==> src/rtl/down_count_ctrl.sv <==
// down_count_ctrl: start/stop sequencing controller around a WIDTH-bit down
// counter with a clock prescaler. One-shot or periodic auto-reload.
//
// Ports:
//   clk       rising-edge clock
//   reset     asynchronous active-low reset
//   start     level-sampled: latch load_val/mode and begin counting
//   stop      level-sampled: abort the countdown (beats start)
//   mode      0 = one-shot, 1 = periodic (latched at start)
//   load_val  preset value (latched at start)
//   count     current counter value (registered)
//   busy      high while running
//   done      one-cycle pulse at terminal count
module down_count_ctrl #(
    parameter int unsigned WIDTH    = 4,
    parameter int unsigned PRESCALE = 1
) (
    input  logic             clk,
    input  logic             reset,
    input  logic             start,
    input  logic             stop,
    input  logic             mode,
    input  logic [WIDTH-1:0] load_val,
    output logic [WIDTH-1:0] count,
    output logic             busy,
    output logic             done
);

    localparam int unsigned PW = (PRESCALE > 1) ? $clog2(PRESCALE) : 1;
    localparam logic [PW-1:0] PS_LAST = PW'(PRESCALE - 1);

    typedef enum logic {
        IDLE = 1'b0,
        RUN  = 1'b1
    } state_e;

    state_e           state_q, state_d;
    logic [WIDTH-1:0] count_q, count_d;
    logic [WIDTH-1:0] load_q,  load_d;
    logic [PW-1:0]    presc_q, presc_d;
    logic             mode_q,  mode_d;
    logic             busy_q,  busy_d;
    logic             done_q,  done_d;
    logic             tick_c;

    // Prescaler terminal value marks a decrement tick.
    assign tick_c = (presc_q == PS_LAST);

    // Next-state and output logic.
    always_comb begin
        state_d = state_q;
        count_d = count_q;
        load_d  = load_q;
        presc_d = presc_q;
        mode_d  = mode_q;
        busy_d  = busy_q;
        done_d  = 1'b0;

        if (stop) begin
            // Abort freezes count; in IDLE it is simply a hold.
            if (state_q == RUN) begin
                state_d = IDLE;
                busy_d  = 1'b0;
                presc_d = '0;
            end
        end else if (start) begin
            presc_d = '0;
            if (load_val != '0) begin
                count_d = load_val;
                load_d  = load_val;
                mode_d  = mode;
                state_d = RUN;
                busy_d  = 1'b1;
            end else begin
                // Zero preset terminates immediately without running.
                count_d = '0;
                done_d  = 1'b1;
                state_d = IDLE;
                busy_d  = 1'b0;
            end
        end else if (state_q == RUN) begin
            presc_d = tick_c ? '0 : presc_q + PW'(1);
            if (tick_c) begin
                if (count_q > WIDTH'(1)) begin
                    count_d = count_q - WIDTH'(1);
                end else begin
                    done_d = 1'b1;
                    if (mode_q) begin
                        count_d = load_q;
                    end else begin
                        count_d = '0;
                        state_d = IDLE;
                        busy_d  = 1'b0;
                    end
                end
            end
        end
    end

    // State and output registers.
    always_ff @(posedge clk or negedge reset) begin
        if (!reset) begin
            state_q <= IDLE;
            count_q <= '0;
            load_q  <= '0;
            presc_q <= '0;
            mode_q  <= 1'b0;
            busy_q  <= 1'b0;
            done_q  <= 1'b0;
        end else begin
            state_q <= state_d;
            count_q <= count_d;
            load_q  <= load_d;
            presc_q <= presc_d;
            mode_q  <= mode_d;
            busy_q  <= busy_d;
            done_q  <= done_d;
        end
    end

    assign count = count_q;
    assign busy  = busy_q;
    assign done  = done_q;

endmodule

==> config.mk <==
export PLATFORM = sky130hd
export DESIGN_NAME = down_count_ctrl
export DESIGN_NICKNAME = d
export VERILOG_FILES = /design/src/rtl/down_count_ctrl.sv
export SDC_FILE = /design/constraint.sdc
export NUM_CORES = 1
export LEC_CHECK = 0
export CORE_MARGIN = 8
export CORE_UTILIZATION = 30
export DETAILED_ROUTE_END_ITERATION = 8
export PLACE_DENSITY = 0.54
export SLEW_MARGIN = 20
export SYNTH_ARGS = -nofsm -noshare
export SYNTH_HDL_FRONTEND = slang
export SYNTH_SLANG_ARGS = --single-unit
==> constraint.sdc <==
create_clock -name clk -period 2.1 [get_ports clk]
set_input_delay 0.21 -clock clk [delete_from_list [all_inputs] [get_ports clk]]
set_output_delay 0.21 -clock clk [all_outputs]
set_load 0.005 [all_outputs]
==> metrics.md <==
| Metric | Value |
|---|---|
| IO Pins | 15 |
| Delay of the slowest critical-path stage | 470 ps |
| Final setup TNS | 0 ps |
| Hold_buf cts | 0 |
| Post-CTS Setup Bufs | 0 |
| Syn_area_per_cell | 10.1 um^2 |
| Post-DR wirelength/cell | 15.9 um |
| Final period util | 86.5% |
| Seq/Total Area, Yosys | 43.6% |
| Hpwl dp | 1310 um |
| Hold WC Path Type | in -> async |
| Synth-to-layout area growth | 29.8% |
| Synth Register Bits | 12 |
| Deepest clock path buffer count | 2 |
| Post-Route WL | 1800 um |
| Die Footprint | 0.00408 mm^2 |
| Critical path, cell by cell | inv_1 > ha_1 > or2_2 > a221o_1 > a41oi_2 |
| Core region area | 0.00219 mm^2 |
| Clk sink count | 12 |
| Nets | 98 |
| Final hold slack | 292 ps |
| Syn_nets | 79 |
| Root Buffer | clkbuf_4 |
| Final RePlAce weighted congestion | 0.788 |
| Startpoint types | flop |
| Top-area cell type share of the netlist area | 43.6% |
| Final hold violation count | 0 |
| CP Depth | 5 |
| DRC | 0 |
| Cell taking the most area after synthesis | dfrtp_1 |
| Share of cells above drive strength 1 | 14.1% |
| Port Buf Inserts | 14 |
| FF+latch area | 300 um^2 |
| Synth unique cells | 28 |
| Pre-Repair DR Iteration Count | 4 |
| Initial Util | 31.4% |
| Vias in the first global route | 623 |
| Worst-path fanout max | 10 |
| DR iter-0 viols | 23 |
| Max-cap viol count | 0 |
| Die Wd | 63.9 um |
| Vias per inst | 5.56 |
| Die height | 63.9 um |
| Later-pin clock latency in the skew report | 280 ps |
| GR Overflow Total | 0 |
| Placement Rows | 17 |
| Top Family by Delay on Critical Path | compound AO/OA/AOI/OAI gates |
| Status | completed |
| Fillers | 214 |
| Cells after Synth | 68 |
| WP data arrival | 2020 ps |
| Final ANT Viol Nets | 0 |
| Via count | 628 |
| Top cells by area, synth | dfrtp_1 44%, mux2_2 6.5%, a41oi_1 3.8% |
| FF-to-FF path depth | 5 |
| CP Capture Type | flop |
| Slowest-stage cell, CP | dfrtp_1 |
| Pins Over Slew Limit | 0 |
| Total Routing Usage GR | 9.24% |
| RSZ-0062 raised after global routing | false |
| Max-Slew Margin vs Limit | 57.7% |
| Final min period | 1820 ps |
| Largest net degree at the start of global routing | 14 |
| Max frequency | 550 MHz |
| CP bufs+invs | 1 |
| P per Cell Area | 728 mW/mm^2 |
| Multi-input logic area | 365 um^2 |
| Initial antenna violation count | 0 |
| Reg clk slew, reported paths | 80 ps |
| Num CTS Buffers | 3 |
| First-pass GRT wire length | 3060 um |
| # resized after CTS | 0 |
| Worst slew pin tran | 632 ps |
| Antenna cells | 0 |
| Leak pwr | 0.370 nW |
| Critical path type | reg -> reg |
| Worst endpoint required time | 2300 ps |
| Peak supply drop | 305 uV |
| H-tree lvl count | 1 |
| Final setup violation count | 0 |
| CTS tree | yes |
| Yosys warning count | 0 |
| Mapped Area | 688 um^2 |
| Worst Skew | 10.3 ps |
## metal layers
layer	up-vias	GRT usage (%)	share of wire (%)
li1	300	-	-
met1	296	11.8	45
met2	28	13.4	45
met3	4	1.92	7.6
met4	0	6.69	2.3
met5	-	0	0
## synthesized netlist by cell type
master     n
a211o_1    2
a21oi_1    1
a221o_1    1
a32o_1     1
a32oi_1    1
a41oi_1    3
a41oi_2    1
and2_1     1
and3b_1    2
and4b_1    1
clkbuf_1   2
dfrtp_1   12
ha_1       2
inv_1      4
mux2_2     4
nand2_1    4
nand2b_1   3
nand3_1    1
nand4_1    3
nor2_1     6
nor2b_1    1
o21ai_0    5
o21ba_2    1
o221ai_1   1
o31ai_1    2
o41ai_1    1
or2_2      1
or4_1      1
## power by group
part / internal (W) / switching, W / total [W]
registers: 0.000267 / 0.0000384 / 0.000305
logic: 0.000107 / 0.0000942 / 0.000201
clock network: 0.0000664 / 0.0000775 / 0.000144
total: 0.000440 / 0.000210 / 0.000650
## cell families (layout without fill, tap and decap cells)
kind of cell             count (synthesis)  in the layout  share of synthesized area, %
AND/OR/NAND/NOR                         24             24                          19.5
buffers and inverters                    6             23                          3.27
AO/OA/AOI/OAI                           20             20                          23.5
adder cells (fa/ha/maj)                  2              2                          3.64
multiplexers                             4              4                          6.54
flip-flops                              12             12                          43.6
## registers in the layout (all words and copies together) (netlist names)
register	count
count	4
mode_q	1
load_q	4
busy	1
done	1
state_q	1
## final timing paths
| check | startpoint | to | slack (ps) |
|---|---|---|---|
| max | count[0] | count[3] | 280 |
| min reg2reg | load_q[1] | load_q[1] | 520 |
| max reg2reg | count[0] | count[3] | 280 |
| min | reset | load_q[0] | 290 |
| max in group asynchronous | reset | load_q[3] | 1430 |
| min in group clk | load_q[1] | load_q[1] | 520 |
## layout by cell type, fill, tap and decap left out, types with 2 or more instances in the layout
cell,n
and3b_1,2
dfrtp_1,12
clkdlybuf4s50_1,14
o31ai_1,2
ha_1,2
a211o_1,2
buf_4,2
nand4_1,3
nand2b_1,3
a41oi_1,3
mux2_2,4
nor2_1,6
o21ai_0,5
inv_1,4
clkbuf_4,3
nand2_1,4
## final cells by class
class	count	share of cell area [%]
tap	28	3.92
clock buffer	3	2.52
timing repair buffer	16	17.4
multi-input combinational	50	40.9
sequential	12	33.6
inverter	4	1.68
## metrics by stage
step | power (W) | utilization, % | instance area (um^2) | setup WS [ps] | instances
final | 0.000650 | 40.8 | 893 | 283 | 113
after global routing | 0.000699 | 40.8 | 893 | 200 | 113
after CTS | 0.000658 | 40.8 | 893 | 278 | 113
after detailed placement | 0.000511 | 39.7 | 871 | 266 | 110
after global placement | 0.000508 | 39.7 | 871 | 327 | 110
after floorplan | 0.000412 | - | 688 | 339 | 68
Note: power is estimated with default switching activity, not from simulation.
==> RTL change (same settings) <==
Make the reset (`reset`) synchronous in one clocked block. Comments in the files are not updated.
--- a/src/rtl/down_count_ctrl.sv
+++ b/src/rtl/down_count_ctrl.sv
@@ -99,5 +99,5 @@
 
     // State and output registers.
-    always_ff @(posedge clk or negedge reset) begin
+    always_ff @(posedge clk) begin
         if (!reset) begin
             state_q <= IDLE;
Check against the original RTL: differs if reset is asserted again (counterexample within 4 cycles, from zero or initial values and one cycle with reset low); with reset held inactive, the same outputs for 10 cycles.
==> RTL change against the unedited design <==
  * Setup slack better by 230 ps
  * Sequential cell count unchanged
  * Clock skew down 9.7 ps
  * Total power down 18%
  * Routed wire length down 16%
  * First-iteration DRC count down 43%
  * Count of clock-buffer cells in the layout up 1
  * Synthesized area down 3.5%
  * Final area down 2.7%
  * Sequential share of layout area down 6.0 points
  * Critical endpoint is now count[0]
==> RTL change: results (changes against the unedited design) <==
<table>
<tr><th>Metric</th><th>Value</th></tr>
<tr><th colspan="2">Yosys</th></tr>
<tr><td>Sequential element share of the synthesized area</td><td>36.16% (was 43.64%)</td></tr>
<tr><td>Syn Inst Count</td><td>74 (was 68)</td></tr>
<tr><td>Post-synth ARST share</td><td>0% (was 100.0%)</td></tr>
<tr><td>Commonest cells post-synth</td><td>sky130_fd_sc_hd__dfxtp_1, sky130_fd_sc_hd__a21oi_1, sky130_fd_sc_hd__nand2_1 (was sky130_fd_sc_hd__dfrtp_1, sky130_fd_sc_hd__nor2_1, sky130_fd_sc_hd__o21ai_0)</td></tr>
<tr><td>Syn_nets</td><td>85 (was 79)</td></tr>
<tr><th colspan="2">Pwr</th></tr>
<tr><td>Pwr Density</td><td>614.4 nW/um^2 (was 727.9 nW/um^2)</td></tr>
<tr><td>Leakage power of the design</td><td>0.2996 nW (was 0.3702 nW)</td></tr>
<tr><td>Worst IR Drop VDD</td><td>0.3446 mV (was 0.3047 mV)</td></tr>
<tr><th colspan="2">Global routing</th></tr>
<tr><td>Global-route wire length before repair</td><td>2691 um (was 3056 um)</td></tr>
<tr><td>Gr usage total</td><td>8.185% (was 9.244%)</td></tr>
<tr><td>Largest net degree at the start of global routing</td><td>13 (was 14)</td></tr>
<tr><th colspan="2">Placed design</th></tr>
<tr><td>Placer congestion estimate</td><td>0.7408 (was 0.7875)</td></tr>
<tr><td>Final HPWL from detailed placement</td><td>1194 um (was 1309 um)</td></tr>
<tr><td>Instance area at placement</td><td>833.3 um^2 (was 870.8 um^2)</td></tr>
<tr><th colspan="2">Critical path</th></tr>
<tr><td>Critical Path AT</td><td>1750 ps (was 2020 ps)</td></tr>
<tr><td>Last element of the critical path</td><td>count[0] (was count[3])</td></tr>
<tr><td>Highest fanout seen on the critical path</td><td>5 (was 10)</td></tr>
<tr><th colspan="2">Timing</th></tr>
<tr><td>Clock Skew</td><td>0.5439 ps (was 10.28 ps)</td></tr>
<tr><td>Maximum frequency from static timing analysis</td><td>0.6288 GHz (was 0.5503 GHz)</td></tr>
<tr><th colspan="2">Min path</th></tr>
<tr><td>Min-Delay Path Class</td><td>reg2reg (was in2async)</td></tr>
<tr><th colspan="2">Layout</th></tr>
<tr><td>Post-layout instance count excluding filler cells</td><td>120 (was 113)</td></tr>
<tr><td>Layout cells sized above 1</td><td>10.87% (was 14.12%)</td></tr>
<tr><th colspan="2">Outcome</th></tr>
<tr><td>Result of the run</td><td>completed (unchanged)</td></tr>
<tr><th colspan="2">Route</th></tr>
<tr><td>DRT iter0 DRCs</td><td>13 (was 23)</td></tr>
<tr><td>Total wire length</td><td>1508 um (was 1797 um)</td></tr>
</table>
RTL change: changes by cell type after synthesis, moves of 4 or more:
cell,unedited run,this run
sky130_fd_sc_hd__mux2i_1,0,4
sky130_fd_sc_hd__dfxtp_1,0,12
sky130_fd_sc_hd__mux2_2,4,0
sky130_fd_sc_hd__nor2_1,6,1
sky130_fd_sc_hd__o21ai_0,5,1
sky130_fd_sc_hd__dfrtp_1,12,0
sky130_fd_sc_hd__a21oi_1,1,7
RTL change: area by class of cell:
| cell class | instances | area [um^2] | share of cell area, % |
|---|---|---|---|
| Clock buffer | 4 | 36.28 | 4.173 |
| Inverter | 5 | 18.77 | 2.158 |
| Multi-Input combinational cell | 56 | 391.6 | 45.04 |
| Sequential cell | 12 | 240.2 | 27.63 |
| Tap cell | 28 | 35.03 | 4.029 |
| Timing Repair Buffer | 15 | 147.6 | 16.98 |
RTL change: logic make-up after synthesis:
group                    count (synthesis)  synth area share, %
flip-flops                              12                36.16
AO/OA/AOI/OAI                           20                19.77
adder cells (fa/ha/maj)                  2                3.766
multiplexers                             5                7.721
AND/OR/NAND/NOR                         29                27.68
buffers and inverters                    6                4.896
RTL change: worst max-delay path, stage by stage (launching register included):
cell	delay (ps)
sky130_fd_sc_hd__dfxtp_1	350
sky130_fd_sc_hd__inv_1	80
sky130_fd_sc_hd__ha_1	220
sky130_fd_sc_hd__nor2_2	80
sky130_fd_sc_hd__or3_4	340
sky130_fd_sc_hd__a221oi_1	300
sky130_fd_sc_hd__o31ai_1	110
RTL change: worst min path at each step:
| stage | startpoint | slack (ps) | cells past startpoint | to |
|---|---|---|---|---|
| 6_report | count[1] | 500 | 2 | count[1] |
| 5_1_grt | mode | 540 | 3 | mode_q |
| 4_1_cts | count[1] | 500 | 2 | count[1] |
| 3_5_place_dp | count[1] | 490 | 2 | count[1] |
| 3_3_place_gp | count[1] | 480 | 2 | count[1] |
| 2_1_floorplan | reset | 330 | 1 | busy |
RTL change: layer usage:
layer | vias up | GRT usage (%) | routed length (um)
li1 | 303 | - | -
met1 | 266 | 10.01 | 777
met5 | - | 0 | 0
met3 | 4 | 1.943 | 58
met4 | 0 | 5.128 | 35
met2 | 21 | 12.55 | 637
RTL change: power breakdown:
part / internal, mW / switching, mW / total (mW)
Sequential: 0.238 / 0.0111 / 0.249
Clock: 0.105 / 0.0792 / 0.184
Combinational: 0.0544 / 0.0463 / 0.101
